==> config.mk <==
export PLATFORM = sky130hd
export DESIGN_NAME = counter_seq_ctrl
export DESIGN_NICKNAME = d
export VERILOG_FILES = /design/src/rtl/counter_seq_ctrl.sv
export SDC_FILE = /design/constraint.sdc
export NUM_CORES = 1
export LEC_CHECK = 0
export CORE_AREA = 10 10 59 61
export DETAILED_ROUTE_END_ITERATION = 8
export DIE_AREA = 0 0 69 71
export GPL_ROUTABILITY_DRIVEN = 0
export HOLD_SLACK_MARGIN = 0.05
export PLACE_DENSITY_LB_ADDON = 0.15
export SLEW_MARGIN = 5
export SYNTH_ARGS = -nofsm -noshare
export SYNTH_HDL_FRONTEND = slang
export SYNTH_SLANG_ARGS = --single-unit
==> constraint.sdc <==
create_clock -name clk -period 3.93 [get_ports clk]
set_clock_uncertainty 0.15 [all_clocks]
set_input_delay 0.786 -clock clk [delete_from_list [all_inputs] [get_ports clk]]
set_output_delay 0.786 -clock clk [all_outputs]
set_load 0.05 [all_outputs]
==> src/rtl/counter_seq_ctrl.sv <==
// Sequencer for an external 74161-style 4-bit counter: loads, runs, reloads at terminal count.
// Optional CTRL_PAUSE_EN: pause input holds the counter in RUN (otherwise pause is ignored).
module counter_seq_ctrl (
  input  logic       clk,
  input  logic       rst,
  input  logic       cfg_valid,
  output logic       cfg_ready,
  input  logic [3:0] cfg_start,
  input  logic [3:0] cfg_last,
  input  logic [3:0] cfg_epochs,
  input  logic       stop,
  input  logic       pause,
  input  logic [3:0] cnt_q,
  output logic       cnt_clr_n,
  output logic       cnt_ld_n,
  output logic       cnt_p,
  output logic       cnt_t,
  output logic [3:0] cnt_d,
  output logic       busy,
  output logic       wrap,
  output logic       done,
  output logic [3:0] epoch
);

  typedef enum logic [2:0] {IDLE, LOAD, RUN, DONE, ABORT} state_t;

  state_t     r_state;
  logic [3:0] r_start, r_last, r_epochs, r_epoch;
  logic       r_wrap, r_done;
  logic       w_pause, w_term, w_final;

`ifdef CTRL_PAUSE_EN
  assign w_pause = pause;
`else
  assign w_pause = pause & 1'b0;
`endif

  assign w_term  = (cnt_q == r_last);
  // the wrap that completes the programmed epochs leaves the counter on last_r
  assign w_final = (r_epochs != 4'd0) && ((r_epoch + 4'd1) == r_epochs);

  always_ff @(posedge clk) begin
    if (rst) begin
      r_state  <= IDLE;
      r_start  <= 4'd0;
      r_last   <= 4'd0;
      r_epochs <= 4'd0;
      r_epoch  <= 4'd0;
      r_wrap   <= 1'b0;
      r_done   <= 1'b0;
    end else begin
      r_wrap <= 1'b0;
      r_done <= 1'b0;
      case (r_state)
        IDLE: if (cfg_valid) begin
          r_start  <= cfg_start;
          r_last   <= cfg_last;
          r_epochs <= cfg_epochs;
          r_epoch  <= 4'd0;
          r_state  <= LOAD;
        end
        LOAD: r_state <= stop ? ABORT : RUN;
        RUN: begin
          if (stop) r_state <= ABORT;
          else if (!w_pause && w_term) begin
            r_epoch <= r_epoch + 4'd1;
            r_wrap  <= 1'b1;
            if (w_final) r_state <= DONE;
          end
        end
        DONE: begin
          r_done  <= 1'b1;
          r_state <= IDLE;
        end
        ABORT:   r_state <= IDLE;
        default: r_state <= IDLE;
      endcase
    end
  end

  always_comb begin
    cnt_clr_n = 1'b1;
    cnt_ld_n  = 1'b1;
    cnt_p     = 1'b0;
    cnt_t     = 1'b0;
    cnt_d     = 4'd0;
    if (rst) cnt_clr_n = 1'b0;
    else begin
      case (r_state)
        LOAD: begin
          cnt_ld_n = 1'b0;
          cnt_d    = r_start;
        end
        RUN: begin
          // stop freezes the counter for the cycle before ABORT clears it
          if (stop) ;
          else if (w_pause) cnt_t = 1'b1;
          else if (w_term) begin
            if (!w_final) begin
              cnt_ld_n = 1'b0;
              cnt_d    = r_start;
            end
          end else begin
            cnt_p = 1'b1;
            cnt_t = 1'b1;
          end
        end
        ABORT:   cnt_clr_n = 1'b0;
        default: ;
      endcase
    end
  end

  assign cfg_ready = !rst && (r_state == IDLE);
  assign busy      = !rst && ((r_state == LOAD) || (r_state == RUN) || (r_state == DONE));
  assign wrap      = r_wrap;
  assign done      = r_done;
  assign epoch     = r_epoch;

endmodule

* Yosys cells after proc, flatten, opt, wreduce, memory -nomap -nowiden
Index checks and enable logic that the tools add are counted.
Cells by class: add/sub/neg operators 1, equality and inequality tests 11, multiplexer cells 28, bitwise operators 1, reductions and logical operators 13
Operator list (count):
- $mux W4 | 7
- $pmux W4 S2 | 2
- $mux W3 | 5
- $mux W1 | 12
- $pmux W3 S3 | 1
- $eq A4 B4 Y1 | 2
- $eq A3 B2 Y1 const B | 2
- $ne A2 B2 Y1 const B | 3
- $ne A3 B3 Y1 const B | 2
- $add A4 B1 Y4 const B | 1
- $reduce_and A4 Y1 | 1
- $reduce_bool A4 Y1 | 1
- $eq A3 B1 Y1 const B | 1
- $eq A3 B3 Y1 const B | 1
- $logic_and A1 B1 Y1 | 3
- $logic_not A3 Y1 | 1
- $reduce_and A3 Y1 | 1
- $reduce_or A3 Y1 | 1
- $logic_or A1 B1 Y1 | 2
- $pmux W1 S2 | 1
- $reduce_and A2 Y1 | 1
- $reduce_bool A2 Y1 | 1
- $logic_not A1 Y1 | 1
- $not A1 Y1 | 1
Storage, ports and cells: bits in registers 21, bits of input ports 21, output and inout bits 16, logic and storage cells 61

* Longest topological paths before layout
Gate-level depths: netlist of run 1.
word-level depth 8, gate-level depth with buffers 6, mapped depth without buffers 5

* Worst setup path before layout of run 1
Ideal clock, no wire load.
path type register -> output, start point reg r_epoch[0], in the netlist epoch[0], end point out cnt_d[0], arrival 2.687 ns, required time 2.994 ns, slack 0.307 ns, stages on the path, launching flop included 5, path buffers 0, cell sequence dfxtp_1 -> nand3_1 -> xnor2_1 -> mux2_2 -> a211oi_1
Between the ends: word-level cells in the longest chain between the ends 8
RTL lines:
- start, declared | line 28 | logic [3:0] r_start, r_last, r_epochs, r_epoch;
- start signal, assigned | line 66 | r_epoch <= r_epoch + 4'd1;
- $add A4 B1 Y4 | line 40 | assign w_final = (r_epochs != 4'd0) && ((r_epoch + 4'd1) == r_epochs);
- $eq A4 B4 Y1 | line 40
- $logic_and A1 B1 Y1 | line 40
- $mux W4 | line 99 | if (!w_final) begin
- $mux W4 | line 98 | else if (w_term) begin
- $mux W4 | line 96 | if (stop) ;
- $pmux W4 S2 | line 89 | case (r_state)
- $mux W4 | line 87 | if (rst) cnt_clr_n = 1'b0;
- end, declared | line 18 | output logic [3:0] cnt_d,
No other way between the ends.

* Worst setup path after layout of run 1
start point in stop, end point out cnt_d[2]
Between the ends: word-level cells in the longest chain between the ends 3
RTL lines:
- start, declared | line 11 | input logic stop,
- $mux W4 | line 96
- $pmux W4 S2 | line 89
- $mux W4 | line 87
No other way between the ends.

==> summary.txt, run 1 <==
Setup TNS Final -> 0 ps
Worst Tran Pin Value -> 729 ps
Syn Nets -> 147
total chip power -> 437 uW
top-count cell post-synth -> nand2_1
cell area after synthesis -> 1090 um^2
Routed Wire Length -> 2710 um
#FFs+latches synth -> 21
DP Wirelength -> 2170 um
Leak -> 0.000583 uW
DRC viols -> 0
CTS Root Cell -> clkbuf_4
Reg clk slew, reported paths -> 120 ps
clk sinks -> 21
CP arrival -> 2450 ps
die area -> 4900 um^2
Crit Path Max Fanout -> 5
diode count -> 0
final hold vios -> 0
cell taking the most area after synthesis -> dfxtp_1
fin crit period -> 3380 ps
area fraction of the dominant cell type after synthesis -> 38.4%
CP startpoint kind -> primary input
worst-skew pair later-pin latency -> 300 ps
Ports -> 37
Longest Clk Path Bufs -> 2
row cnt -> 18
WL/cell -> 14.3 um
EDFF count, synth -> 0
worst min path class -> register to register
ANT nets after route -> 0
DIE WIDTH -> 69 um
TritonCTS clock tree -> built
period utilisation layout -> 86.1%
CP cell instances -> clkdlybuf4s50_1 > nor4b_4 > and2b_2 > a21oi_2 > a211oi_1 > buf_12
Setup CP Type -> primary input to output pin
fillers -> 232
total number of vias -> 960
postcts setup bufs -> 0
CTS hold repair buffers -> 0
worst setup margin -> 545 ps
post-cts repair resize count -> 0
Post-Place Setup Slack -> 549 ps
Slew HR -> 51.2%
Synth async-reset ratio -> 0%
Detailed Route Iter0 Violations -> 23
synth unique cells -> 37
fin. max-slew vios -> 0
global-route wire length before repair -> 4500 um
Placeable Area -> 2390 um^2
vias in the first global route -> 966
Syn Inst Count -> 125
Vias/cell -> 5.08
power per cell area -> 288 nW/um^2
Register Area -> 420 um^2
worst endpoint required time -> 2990 ps
Warnings, synthesis -> 0
Fmax achieved -> 295 MHz
area occupied by multi-input gates -> 592 um^2
sequential fraction of the synthesis area -> 38.4%
Port Buffers -> 35
share of layout cells above drive strength 1 -> 18.2%
initial antenna violation count -> 0
CP Capture Type -> output pin
CP max stage delay -> 470 ps
total iterations of the first detailed-routing run -> 4
Initial Util -> 45.9%
outcome -> completed
Max stage delay cell, worst path -> clkdlybuf4s50_1
Synth Area per Inst -> 8.76 um^2
Global Route Usage Sum -> 10.7%
global route overflow -> 0
H-tree Lvls -> 1
main area contributors after synthesis -> dfxtp_1, nand2_1, a21oi_1, nor4b_4, xnor2_1
largest net degree at the start of global routing -> 14
Peak supply drop -> 195 uV
MaxCap Viol Count -> 0
Commonest cells post-synth -> nand2_1, dfxtp_1, a21oi_1
cts bufs inserted -> 3
Setup violations, final -> 0
Syn-to-layout area delta -> 38.7%
Nets -> 182
RSZ-0062 raised after global routing -> false
ys flop type -> dfxtp_1
Die Ht -> 71 um
-- per-stage QoR --
step / area, um^2 / hold WS, ps / util, % / std cells
final: 1520 / 314 / 63.6 / 189
after detailed placement: 1490 / 297 / 62.5 / 185
after global placement: 1490 / 296 / 62.5 / 185
after global routing: 1520 / 337 / 63.6 / 189
after floorplan: 1090 / 286 / - / 125
after CTS: 1520 / 314 / 63.6 / 189
-- worst paths after layout --
path	slack, ps	cells after the start	to	start
worst min register to register	310	2	r_start[1]$_SDFFE_PP0P_	r_start[1]$_SDFFE_PP0P_
worst max register to register	2100	3	epoch[3]$_SDFFE_PP0P_	r_state[2]$_SDFFE_PP0P_
worst max-delay path	550	6	cnt_d[2]	stop
worst min-delay path	310	2	r_start[1]$_SDFFE_PP0P_	r_start[1]$_SDFFE_PP0P_
-- critical path: cells and delay by family --
kind,cells,cell delay (ps)
buf+inv,2,670
simple gates,2,480
compound gates,2,510
-- metal layers --
layer / global-route usage, % / share of wire [%] / vias to the layer above
met5: 0 / 0 / -
met4: 3.80 / 0.33 / 0
met3: 5.16 / 9.1 / 2
met2: 18.2 / 51 / 23
met1: 11.4 / 40 / 441
li1: - / - / 494
-- cell type report --
type / instances / share of cell area [%]
repair buffers: 38 / 27.2
multi-input cells: 88 / 39.0
inverters: 8 / 1.98
well taps: 30 / 2.47
flip-flops and latches: 21 / 27.7
clock buffers: 4 / 1.73
-- report_power, final --
| group | leakage [uW] | switching [uW] | total, uW | internal (uW) |
|---|---|---|---|---|
| clock network | 0.0000150 | 64.6 | 104 | 39.5 |
| registers | 0.000171 | 10.5 | 233 | 223 |
| logic | 0.000397 | 52.1 | 100 | 48.0 |
| total | 0.000583 | 127 | 437 | 310 |
-- placed cells by master (no fill, tap or decap), drive strengths merged, types with 2 or more instances in the layout --
cell type / netlist / layout
xnor2: 5 / 5
nor2: 5 / 5
nand3: 2 / 2
buf: 8 / 12
a21oi: 14 / 14
clkbuf: 0 / 4
nor3: 3 / 3
clkdlybuf4s50: 0 / 26
inv: 8 / 8
nand2: 26 / 26
nor4b: 3 / 3
a211oi: 4 / 4
nor4: 4 / 4
and2b: 2 / 2
dfxtp: 21 / 21
xor2: 5 / 5
-- cell families after synthesis --
kind of cell,after synthesis,share of synthesized area (%)
compound gates,25,14.7
mux,2,1.94
simple gates,50,28.2
xor+xnor,10,8.00
flops,21,38.4
buf+inv,16,7.54
fa+ha+maj,1,1.14
-- flip-flops by register name (all words and copies together) (netlist names) --
name and cells:
wrap 1, r_state 3, epoch 4, r_start 4
done 1, r_epochs 4, r_last 4
Note: power is estimated with default switching activity, not from simulation.
==> inputs of run 2 (changes only) <==
--- a/config.mk
+++ b/config.mk
@@ -5,7 +5,9 @@
 export SDC_FILE = /design/constraint.sdc
 export NUM_CORES = 1
 export LEC_CHECK = 0
+export ABC_AREA = 1
 export CORE_AREA = 10 10 59 61
+export CTS_BUF_LIST = sky130_fd_sc_hd__clkbuf_4
 export DETAILED_ROUTE_END_ITERATION = 8
 export DIE_AREA = 0 0 69 71
 export GPL_ROUTABILITY_DRIVEN = 0
==> summary.txt, run 2 <==
die area -> 4900 um^2 (unchanged)
power per cell area -> 346 nW/um^2 (+20%)
CP Capture Type -> output pin
area occupied by multi-input gates -> 582 um^2 (-1.7%)
final hold vios -> 0 (unchanged)
CTS Root Cell -> clkbuf_4
R2R setup slack -> 2190 ps (+90 ps)
Finished Layout Cells -> 231 (+22%)
Max stage delay cell, worst path -> clkdlybuf4s50_1
post-route cell area -> 1490 um^2 (-2.1%)
period utilisation layout -> 84.6% (-1.6 points)
DRC viols -> 0 (unchanged)
fin. max-slew vios -> 0 (unchanged)
cell taking the most area after synthesis -> dfxtp_1
WL/cell -> 11.5 um (-20%)
Vias/cell -> 4.81 (-5.2%)
Core Util, Final -> 62.3% (-1.3 points)
Nets -> 224 (+23%)
Cells after DPL -> 227 (+23%)
diode count -> 0 (unchanged)
Commonest cells post-synth -> nand2_1, dfxtp_1, inv_1
CP cell instances -> clkdlybuf4s50_1 > nor2_1 > clkdlybuf4s50_1
TritonCTS clock tree -> built
Reg clk slew, reported paths -> 120 ps (about the same)
CTS hold repair buffers -> 0 (unchanged)
#FFs+latches synth -> 21 (unchanged)
clk sinks -> 21 (unchanged)
postcts setup bufs -> 0 (unchanged)
DP Area -> 1460 um^2 (-2.3%)
ys flop type -> dfxtp_1
vias in the first global route -> 1044 (+8.1%)
Leak -> 0.000628 uW (+7.6%)
Port Buffers -> 35 (unchanged)
RSZ-0062 raised after global routing -> false
top-count cell post-synth -> nand2_1
CP startpoint kind -> primary input
Synth async-reset ratio -> 0% (unchanged)
Slew HR -> 64.6% (+13 points)
Peak supply drop -> 310 uV (+59%)
worst setup path start -> rst
sequential fraction of the synthesis area -> 37.4% (-0.98 points)
Reg-to-Reg End -> epoch[1]$_SDFFE_PP0P_
Register Area -> 420 um^2 (unchanged)
CP max stage delay -> 830 ps (+360 ps)
Placeable Area -> 2390 um^2 (unchanged)
commonest non-fill, non-tap cell in the layout -> nand2_1
Fmax achieved -> 301 MHz (+1.8%)
CP arrival -> 2390 ps (-60 ps)
Routed Wire Length -> 2650 um (-2.2%)
initial antenna violation count -> 0 (unchanged)
commonest cells after routing, fill and taps aside -> nand2_1, clkdlybuf4s50_1, inv_1, dfxtp_1, a21oi_1
Syn Inst Count -> 168 (+34%)
row cnt -> 18 (unchanged)
area fraction of the dominant cell type after synthesis -> 37.4% (-0.98 points)
worst-skew pair later-pin latency -> 290 ps (about the same)
global route overflow -> 0 (unchanged)
main area contributors after synthesis -> dfxtp_1, nand2_1, a21oi_1, inv_1, nand3_1
critical path endpoint -> cfg_ready
Setup TNS Final -> 0 ps (unchanged)
ANT nets after route -> 0 (unchanged)
Setup violations, final -> 0 (unchanged)
DP Wirelength -> 2130 um (-1.7%)
DIE WIDTH -> 69 um (unchanged)
Synth Area per Inst -> 6.69 um^2 (-24%)
Initial Util -> 47.1% (+1.2 points)
Worst path most repeated cell -> clkdlybuf4s50_1
synth unique cells -> 23 (-38%)
Warnings, synthesis -> 0 (unchanged)
Fin Hold WS -> 300 ps (-13.6 ps)
R2R cell count -> 6 (+3)
post-cts repair resize count -> 0 (unchanged)
global-route wire length before repair -> 4420 um (-1.8%)
MaxCap Viol Count -> 0 (unchanged)
Ports -> 37 (unchanged)
cell area after synthesis -> 1120 um^2 (+2.6%)
largest net degree at the start of global routing -> 26 (+12)
EDFF count, synth -> 0 (unchanged)
Crit Path Max Fanout -> 9 (+4)
outcome -> completed
worst endpoint required time -> 2990 ps (about the same)
Die Ht -> 71 um (unchanged)
H-tree Lvls -> 1 (unchanged)
Longest Clk Path Bufs -> 2 (unchanged)
total number of vias -> 1112 (+16%)
Syn-to-layout area delta -> 32.4%
r2r startpoint -> r_state[0]$_SDFFE_PP0P_
cts bufs inserted -> 3 (unchanged)
fin crit period -> 3320 ps (-61.3 ps)
worst min path class -> register to register
Worst Tran Pin Value -> 531 ps (-198 ps)
fillers -> 249 (+7.3%)
Global Route Usage Sum -> 10.1% (-0.61 points)
Detailed Route Iter0 Violations -> 50 (+120%)
share of layout cells above drive strength 1 -> 12.9% (-5.3 points)
total iterations of the first detailed-routing run -> 4 (unchanged)
Syn Nets -> 190 (+29%)
Setup CP Type -> primary input to output pin
==> run 2: cell count changes after synthesis, moves of 4 or more <==
cell,previous run,this run
nand2_1,26,38
a211oi_1,4,0
nor2_1,5,15
inv_1,7,21
nand3_1,2,14
a21oi_1,13,17
o21ai_0,1,13
==> run 2: area by class of cell <==
class	count	area share, %
clock buffers	4	2.02
inverters	24	6.06
multi-input cells	117	39.1
flip-flops and latches	21	28.3
well taps	30	2.52
repair buffers	35	22.0
==> run 2: worst min path at each step <==
stage                                        from                       to  slack, ps  cells after the start
after detailed placement  r_start[3]$_SDFFE_PP0P_  r_start[3]$_SDFFE_PP0P_        290                      2
final                     r_start[3]$_SDFFE_PP0P_  r_start[3]$_SDFFE_PP0P_        300                      2
after global placement    r_start[1]$_SDFFE_PP0P_  r_start[1]$_SDFFE_PP0P_        280                      2
after CTS                 r_start[3]$_SDFFE_PP0P_  r_start[3]$_SDFFE_PP0P_        300                      2
after global routing      r_start[2]$_SDFFE_PP0P_  r_start[2]$_SDFFE_PP0P_        340                      2
after floorplan           r_start[1]$_SDFFE_PP0P_  r_start[1]$_SDFFE_PP0P_        270                      2
==> run 2: stage by stage <==
step	total power (uW)	worst slack [ps]
global placement	407	591
CTS	521	595
floorplan	363	728
global route	551	451
detailed placement	411	608
finish	515	607
==> run 2: report_power, final <==
group | leakage, uW | switching, uW | internal, uW
Combinational | 0.000437 | 96.4 | 61.8
Sequential | 0.000172 | 14.4 | 233
Clock | 0.0000184 | 63.8 | 46.3
Total | 0.000628 | 175 | 341
==> run 2: critical path: cells and delay by family <==
family / cells / cell delay (ps)
buffers and inverters: 2 / 1390
and+or+nand+nor: 1 / 210
==> run 2: logic make-up after synthesis <==
kind of cell               synth area share, %
buffers and inverters                     10.8
and+or+nand+nor                           33.4
DFF                                       37.4
adders and majority gates                 1.11
AOI/OAI and AO/OA                         13.4
xor gates and xnor gates                  3.90
==> run 2: metal layers <==
metal	GRT usage, %	vias to the layer above	share of wire [%]
met4	2.01	0	0.45
met5	0	-	0
met1	11.2	493	44
met2	18.8	22	51
met3	2.79	2	5.0
li1	-	595	-
